--- config.mk ---
export PLATFORM = sky130hd
export DESIGN_NAME = toggle_pulse_decoder
export DESIGN_NICKNAME = d
export VERILOG_FILES = /design/src/rtl/toggle_pkg.sv /design/src/rtl/sync_chain.sv /design/src/rtl/toggle_pulse_decoder.sv
export SDC_FILE = /design/constraint.sdc
export NUM_CORES = 1
export LEC_CHECK = 0
export CORE_MARGIN = 10
export CORE_UTILIZATION = 50
export CTS_BUF_LIST = sky130_fd_sc_hd__clkbuf_8 sky130_fd_sc_hd__clkbuf_16
export DETAILED_ROUTE_END_ITERATION = 6
export PLACE_DENSITY_LB_ADDON = 0.2
export SLEW_MARGIN = 0
export SYNTH_ARGS = -nofsm -noshare
export SYNTH_HDL_FRONTEND = slang
export SYNTH_HIERARCHICAL = 1
export SYNTH_SLANG_ARGS = --single-unit
--- constraint.sdc ---
create_clock -name clk -period 2.69 [get_ports clk]
set_input_delay 0.4035 -clock clk [delete_from_list [all_inputs] [get_ports clk]]
set_output_delay 0.4035 -clock clk [all_outputs]
set_load 0.02 [all_outputs]
--- src/rtl/toggle_pkg.sv ---
// Shared definitions for toggle-encoded event link receivers.
package toggle_pkg;

    // Decoder FSM: PRIME settles the synchronizer, RUN detects edges.
    typedef enum logic {
        PRIME = 1'b0,
        RUN   = 1'b1
    } dec_state_t;

    // Legal synchronizer depth range.
    localparam int SYNC_MIN = 2;
    localparam int SYNC_MAX = 4;

    // True when a synchronizer depth is within the supported range.
    function automatic logic sync_stages_ok(input int n);
        return (n >= SYNC_MIN) && (n <= SYNC_MAX);
    endfunction

endpackage

--- src/rtl/sync_chain.sv ---
// Multi-flop synchronizer for a single asynchronous level.
module sync_chain #(
    parameter int STAGES = 2
) (
    input  logic clk,
    input  logic reset,
    input  logic d,
    output logic q
);

    logic [STAGES-1:0] r_sync;

    // Shift the asynchronous input through the flop chain.
    always_ff @(posedge clk or posedge reset) begin
        if (reset) begin
            r_sync <= '0;
        end else begin
            r_sync <= {r_sync[STAGES-2:0], d};
        end
    end

    assign q = r_sync[STAGES-1];

endmodule

--- src/rtl/toggle_pulse_decoder.sv ---
// Receive-side decoder for toggle-encoded events: synchronizes the line,
// turns each transition into a one-cycle pulse and keeps a saturating
// pending count that a consumer drains via valid/ready.
module toggle_pulse_decoder
    import toggle_pkg::*;
#(
    parameter int SYNC_STAGES = 2,
    parameter int CNT_W       = 4
) (
    input  logic             clk,
    input  logic             reset,
    input  logic             t_in,
    input  logic             enable,
    input  logic             clear,
    output logic             evt_pulse,
    output logic             pend_valid,
    input  logic             pend_ready,
    output logic [CNT_W-1:0] pend_count,
    output logic             overflow,
    output logic             phase
);

    localparam logic [CNT_W-1:0] CNT_MAX = '1;
    // Prime ends once the synchronizer output reflects a level sampled after
    // reset release, so a line held high through reset is not an edge.
    localparam logic [2:0] PRIME_LAST = 3'(SYNC_STAGES);

    if (!sync_stages_ok(SYNC_STAGES)) begin : g_bad_sync_stages
        $error("toggle_pulse_decoder: SYNC_STAGES out of range");
    end

    logic             w_s;
    logic             w_edge;
    logic             w_accept;
    logic             w_take;
    logic [CNT_W-1:0] w_count_d;
    logic             w_overflow_d;

    dec_state_t       r_state;
    logic [2:0]       r_prime_cnt;
    logic             r_last_level;
    logic             r_evt_pulse;
    logic [CNT_W-1:0] r_count;
    logic             r_overflow;

    sync_chain #(
        .STAGES (SYNC_STAGES)
    ) u_sync (
        .clk   (clk),
        .reset (reset),
        .d     (t_in),
        .q     (w_s)
    );

    assign w_edge   = (r_state == RUN) && (w_s != r_last_level);
    assign w_accept = w_edge && enable && !clear;
    assign w_take   = (r_count != '0) && pend_ready;

    // FSM: prime the synchronizer, then track the last seen level every cycle.
    always_ff @(posedge clk or posedge reset) begin
        if (reset) begin
            r_state      <= PRIME;
            r_prime_cnt  <= '0;
            r_last_level <= 1'b0;
        end else if (r_state == PRIME) begin
            if (r_prime_cnt == PRIME_LAST) begin
                r_last_level <= w_s;
                r_state      <= RUN;
            end else begin
                r_prime_cnt <= r_prime_cnt + 3'd1;
            end
        end else begin
            r_last_level <= w_s;
        end
    end

    // Next pending count and overflow, clear first, then event/drain priority.
    always_comb begin
        w_count_d    = r_count;
        w_overflow_d = r_overflow;
        if (clear) begin
            w_count_d    = '0;
            w_overflow_d = 1'b0;
        end else if (w_accept && w_take) begin
            w_count_d = r_count;
        end else if (w_accept) begin
            if (r_count != CNT_MAX) begin
                w_count_d = r_count + 1'b1;
            end else begin
                w_overflow_d = 1'b1;
            end
        end else if (w_take) begin
            w_count_d = r_count - 1'b1;
        end
    end

    // Register the pulse, pending count and sticky overflow.
    always_ff @(posedge clk or posedge reset) begin
        if (reset) begin
            r_evt_pulse <= 1'b0;
            r_count     <= '0;
            r_overflow  <= 1'b0;
        end else begin
            r_evt_pulse <= w_accept;
            r_count     <= w_count_d;
            r_overflow  <= w_overflow_d;
        end
    end

    assign evt_pulse  = r_evt_pulse;
    assign pend_valid = (r_count != '0);
    assign pend_count = r_count;
    assign overflow   = r_overflow;
    assign phase      = w_s;

endmodule

==> results.md, run 1 <==
* Max-slew violation count at 0
* Unrepaired setup endpoints after global routing: no
* Crit path cell chain: clkdlybuf4s50_1 > nand2_1 > or3_1 > ha_1 > a21oi_1 > a21oi_1 > a2bb2oi_2 > mux2_4
* Share of layout cells above drive strength 1 at 0.121
* Gpl congestion at 0.781
* WP data required at 2820 ps
* Die width at 59.4 microns
* Register bit total from synthesis at 13
* CTS tree: built
* FILL cells at 118
* Unique masters post-synth at 30
* TNS Setup at 0 ps
* Most common cell on crit path: a21oi_1
* Most frequent cell after synthesis: dfrtp_1
* Crit path depth at 8
* Asr flop ratio synth at 1.00
* Vias per cell at 5.73
* Effective utilization at floorplan at 0.520
* Worst reg2reg path startpoint: u_sync/r_sync[1]
* Register-to-register setup slack at 470 ps
* Dpl cell area at 917 sq um
* Vias at 613
* Setup WS post-layout at 341 ps
* Worst-path maximum fanout at 3
* Cells after synthesis at 74
* Mean Syn Cell Area at 10.5 sq um
* Final Instance Area at 962 sq um
* Rows at 14
* Outcome: finished, final reports clean
* Ys flop type: dfrtp_1
* Largest net degree at the start of global routing at 12
* Post-synth EDFFs at 0
* IO Port Bufs at 13
* CTS Hold Buffers Added at 0
* Maximum VDD drop at 0.576 mV
* Worst-Skew Late Latency at 240 ps
* Syn nets at 85
* Grt total ovfl at 0
* Number of I/O pins at 14
* Startpoint class of the critical path: primary input
* Ys Warns at 6
* Crit path capture type: flop
* Period utilization at 0.873
* Pwr Density at 963 nW/um^2
* Die ar. at 3520 sq um
* Post-DRT Antenna Nets at 0
* Final min period at 2350 ps
* Drt wl/cell at 14.3 microns
* CP max stage cell: clkdlybuf4s50_1
* 1st-iter DRT viols at 4
* Largest stage delay, worst path at 500 ps
* Reg-to-Reg End: pend_count[3]
* Max Fclk at 426 MHz
* Library cell with the largest summed area after synthesis: dfrtp_1
* Num CTS Buffers at 3
* CTS Root Cell: clkbuf_8
* Area Growth Syn to Fin at 24.2%
* Vias in the first global route at 597
* DP HPWL at 1.15 mm
* Layout Nets at 103
* H-tree depth at 1
* Worst relative slew slack at 0.628
* Final setup skew at 8.70 ps
* Area contributors post-synth: dfrtp_1, ha_1, a21oi_1
* CP Capture Point: pend_count[3]
* Final Hold Viols at 0
* Die Height at 59.4 microns
* Netlist Area Pre-Place at 774 sq um
* Hold WC Path Type: in2async
* Number of max-cap violations at 0
* Crit path DAT at 2480 ps
* Drt total wl at 1.53 mm
* Worst reg2reg path depth at 7
* Post-synth top area share at 0.420
* Clk sinks at 13
* Global-route wire length before repair at 2.64 mm
* GRT Util Overall at 0.0956
* Total power at 926 uW
* 1st-pass router iterations at 4
* Core area at 1490 sq um
* Worst Tran Pin Value at 550 ps
* Clk pin slew, worst setup/hold paths at 60 ps
* CP bufs+invs at 1
* Ant. Diodes at 0
* Final setup violation count at 0
* Commonest cells in the netlist: dfrtp_1, inv_1, nor2_1, a21oi_1
* Setup bufs post-CTS at 0
* Setup CP Type: in2reg
* CTS Buffer Depth at 2
* Leak pwr at 0.000424 uW
* Initial antenna violation count at 0
* Crit path max-delay family: buffers and inverters
* Post-CTS sizing at 0
* Pre-CTS WS at 82.4 ps
* Seq/Total Area, Yosys at 0.420
* CP Launch Point: enable
* DR DRC count at 0
==> logic make-up (layout without fill, tap and decap cells) <==
group | Yosys count | in the layout | synth area share
and+or+nand+nor | 19 | 19 | 0.132
AOI/OAI and AO/OA | 18 | 18 | 0.166
buffers and inverters | 10 | 27 | 0.0679
adders and majority gates | 5 | 5 | 0.0905
xor gates and xnor gates | 5 | 5 | 0.0566
muxes | 4 | 4 | 0.0662
DFF | 13 | 13 | 0.420
==> layout make-up <==
type	instances	area (sq um)	area share
Multi-Input combinational cell	51	397	0.412
Inverter	8	30.0	0.0312
Clock buffer	3	41.3	0.0429
Timing Repair Buffer	15	145	0.151
Sequential cell	13	325	0.338
Tap cell	16	20.0	0.0208
Clock inverter	1	3.75	0.00390
==> cells in the final DEF (no fill, tap or decap), types with 2 or more instances in the layout <==
master,synthesis,routed
xnor2_1,3,3
mux2_4,2,2
o22ai_1,2,2
clkdlybuf4s50_1,0,13
xor2_1,2,2
buf_4,0,2
dfrtp_1,13,13
nand3_1,2,2
a31oi_1,2,2
ha_1,4,4
a21oi_1,6,6
inv_1,8,9
nand2_1,4,4
clkbuf_8,0,3
nor2_1,7,7
==> routing by layer <==
| metal | GRT usage | part of all wire | vias to the layer above |
|---|---|---|---|
| met4 | 0.0492 | 0.016 | 0 |
| met3 | 0.0365 | 0.069 | 4 |
| met1 | 0.117 | 0.48 | 298 |
| li1 | - | - | 295 |
| met2 | 0.141 | 0.44 | 16 |
| met5 | 0 | 0 | - |
==> stage by stage <==
step / util / cells / hold slack, ps
6_report: 0.646 / 107 / 328
4_1_cts: 0.646 / 107 / 330
3_3_place_gp: 0.616 / 103 / 344
3_5_place_dp: 0.616 / 103 / 338
2_1_floorplan: - / 74 / 145
5_1_grt: 0.646 / 107 / 363
==> report_power, final <==
group          switching, uW  leakage (uW)  internal [uW]
registers               67.2      0.000161            224
logic                    224      0.000236            243
clock network           68.1     0.0000269            101
==> worst min-delay path by stage <==
stage	end	slack [ps]	cells after the start	startpoint
3_5_place_dp	u_sync/r_sync[1]	340	0	u_sync/r_sync[0]
4_1_cts	u_sync/r_sync[1]	330	2	reset
6_report	u_sync/r_sync[0]	330	2	reset
2_1_floorplan	u_sync/r_sync[0]	140	1	reset
3_3_place_gp	u_sync/r_sync[1]	340	0	u_sync/r_sync[0]
5_1_grt	u_sync/r_sync[0]	360	2	reset
==> worst reg2reg max path, cell delays in order, from the launching register on <==
cell and delay (ps):
dfrtp_1 420, xnor2_1 200, or3_1 380, ha_1 340, a21oi_1 200, a21oi_1 100, a2bb2oi_2 160, mux2_4 300
==> flip-flops by register name, indices dropped and copies added (netlist names) <==
signal and count:
r_last_level 1, overflow 1, r_prime_cnt 3, evt_pulse 1
r_state 1, pend_count 4, u_sync/r_sync 2
No activity file was read; power rests on OpenSTA's default activity.
==> run 2, diff against run 1 <==
TNS_END_PERCENT = 100   (was default)
==> results of run 2 <==
Same layout as run 1: the final DEF is identical, and so are final timing and power.
==> run 3, diff against run 2 <==
GPL_TIMING_DRIVEN = 0   (was default)
PLACE_DENSITY = 0.8   (was default)
PLACE_DENSITY_LB_ADDON = default   (was 0.2)
==> results.md, run 3 (synthesis gave the netlist of run 1 again) <==
* Grt total ovfl at 0 (unchanged)
* Post-DRT Antenna Nets at 0 (unchanged)
* Sequential Power Share at 0.279 (-0.035)
* Max-slew violation count at 0 (unchanged)
* GRT Util Overall at 0.0956 (about the same)
* CTS Hold Buffers Added at 0 (unchanged)
* Die width at 59.4 microns (unchanged)
* Setup bufs post-CTS at 0 (unchanged)
* Max reg flops at 4 (unchanged)
* Most frequent cells in the layout: dfrtp_1, clkdlybuf4s50_1, inv_1
* DR DRC count at 0 (unchanged)
* Initial antenna violation count at 0 (unchanged)
* Crit path capture type: flop
* Number of max-cap violations at 0 (unchanged)
* Vias at 598 (-2.4%)
* Vias per cell at 5.59 (-2.4%)
* Num CTS Buffers at 3 (unchanged)
* Area Growth Syn to Fin at 25.2%
* TNS Setup at 0 ps (unchanged)
* DP HPWL at 1.14 mm (-0.40%)
* Pwr Density at 983 nW/um^2 (+2.1%)
* Global-route wire length before repair at 2.59 mm (-1.6%)
* Sw Share at 0.384 (-0.00300)
* Drt wl/cell at 13.8 microns (-3.1%)
* Max Fclk at 407 MHz (-4.3%)
* NetSw at 366 uW (+2.1%)
* Crit path depth at 8 (unchanged)
* Period utilization at 0.913 (+0.0392)
* Clk pin slew, worst setup/hold paths at 50 ps (about the same)
* 1st-iter DRT viols at 13 (+9)
* IO Port Bufs at 13 (unchanged)
* Die ar. at 3520 sq um (unchanged)
* Largest stage delay, worst path at 500 ps (about the same)
* Effective utilization at floorplan at 0.520 (unchanged)
* Maximum VDD drop at 0.648 mV (+12%)
* Largest net degree at the start of global routing at 12 (unchanged)
* Crit path max-delay family: simple AND/OR/NAND/NOR gates
* CTS Root Cell: clkbuf_8
* Final setup skew at 1.11 ps (-7.59 ps)
* Setup CP Type: in2reg
* Share of layout cells above drive strength 1 at 0.121 (unchanged)
* Worst reg2reg path depth at 7 (unchanged)
* Worst reg2reg path startpoint: u_sync/r_sync[1]
* Clk sinks at 13 (unchanged)
* Core area at 1490 sq um (unchanged)
* Worst-Skew Late Latency at 240 ps (about the same)
* Most common cell on crit path: a21oi_1
* Pre-CTS WS at -7.64 ps (-90.0 ps)
* Drt total wl at 1.48 mm (-3.1%)
* Worst-path maximum fanout at 3 (unchanged)
* Die Height at 59.4 microns (unchanged)
* WP data required at 2820 ps (about the same)
* Pint at 587 uW (+3.4%)
* Comb pwr share at 0.543 (+0.039)
* Crit path cell chain: clkdlybuf4s50_1 > nand2_1 > or3_1 > ha_1 > a21oi_1 > a21oi_1 > a2bb2oi_2 > mux2_4
* CP Launch Point: enable
* H-tree depth at 1 (unchanged)
* CTS tree: built
* Setup WS post-layout at 235 ps (-105 ps)
* Rows at 14 (unchanged)
* Vias in the first global route at 577 (-3.4%)
* Unrepaired setup endpoints after global routing: no
* Clk pwr share at 0.178 (-0.004)
* Outcome: finished, final reports clean
* Number of I/O pins at 14 (unchanged)
* Startpoint class of the critical path: primary input
* Crit path DAT at 2590 ps (+110 ps)
* CTS Buffer Depth at 2 (unchanged)
* Post-CTS sizing at 0 (unchanged)
* Final min period at 2450 ps (+105 ps)
* 1st-pass router iterations at 4 (unchanged)
* Gpl congestion at 0.826 (+5.7%)
* CP max stage cell: clkdlybuf4s50_1
* Worst Tran Pin Value at 529 ps (-21.1 ps)
* Leak pwr at 0.000427 uW (+0.62%)
* Worst relative slew slack at 0.642 (+0.0143)
* Layout Nets at 103 (unchanged)
* Final Hold Viols at 0 (unchanged)
* Hold WC Path Type: in2async
* CP bufs+invs at 1 (unchanged)
* Ant. Diodes at 0 (unchanged)
* Final setup violation count at 0 (unchanged)
## run 3: cell types whose count changed in the layout (fill, tap and decap cells not counted)
| cell | change |
|---|---|
| buf_6 | +2 |
| buf_4 | -2 |
## run 3: final cells by class
type                    count  area, sq um
well taps                  16         20.0
fillers                   117          519
multi-input cells          51          397
clock buffers               3         41.3
plain buffers               2         22.5
clock inverters             1         3.75
flip-flops and latches     13          325
repair buffers             13          130
inverters                   8         30.0
## run 3: per-stage QoR
stage	area (sq um)	power, uW	hold slack [ps]	utilization	std cells
2_1_floorplan	774	637	145	-	74
3_3_place_gp	925	773	337	0.621	103
3_5_place_dp	925	790	344	0.621	103
4_1_cts	970	962	332	0.651	107
5_1_grt	970	1020	342	0.651	107
6_report	970	953	330	0.651	107
## run 3: routing by layer
metal / share of wire / track usage
met2: 0.49 / 0.146
met5: 0 / 0
met1: 0.41 / 0.106
met3: 0.078 / 0.0429
met4: 0.025 / 0.0590
## run 3: power by group through the flow
stage | combinational, uW | clock [uW] | sequential (uW)
after CTS | 523 | 173 | 266
final | 518 | 170 | 266
after floorplan | 341 | 0 | 295
after global placement | 505 | 0 | 267
after global routing | 564 | 185 | 273
after detailed placement | 520 | 0 | 269
## run 3: path summary, 6_finish.rpt
check,slack [ps],endpoint
max in group asynchronous,1920,evt_pulse
max reg2reg,430,pend_count[3]
max,240,pend_count[3]
min,330,u_sync/r_sync[0]
min reg2reg,350,u_sync/r_sync[1]
min in group clk,350,u_sync/r_sync[1]
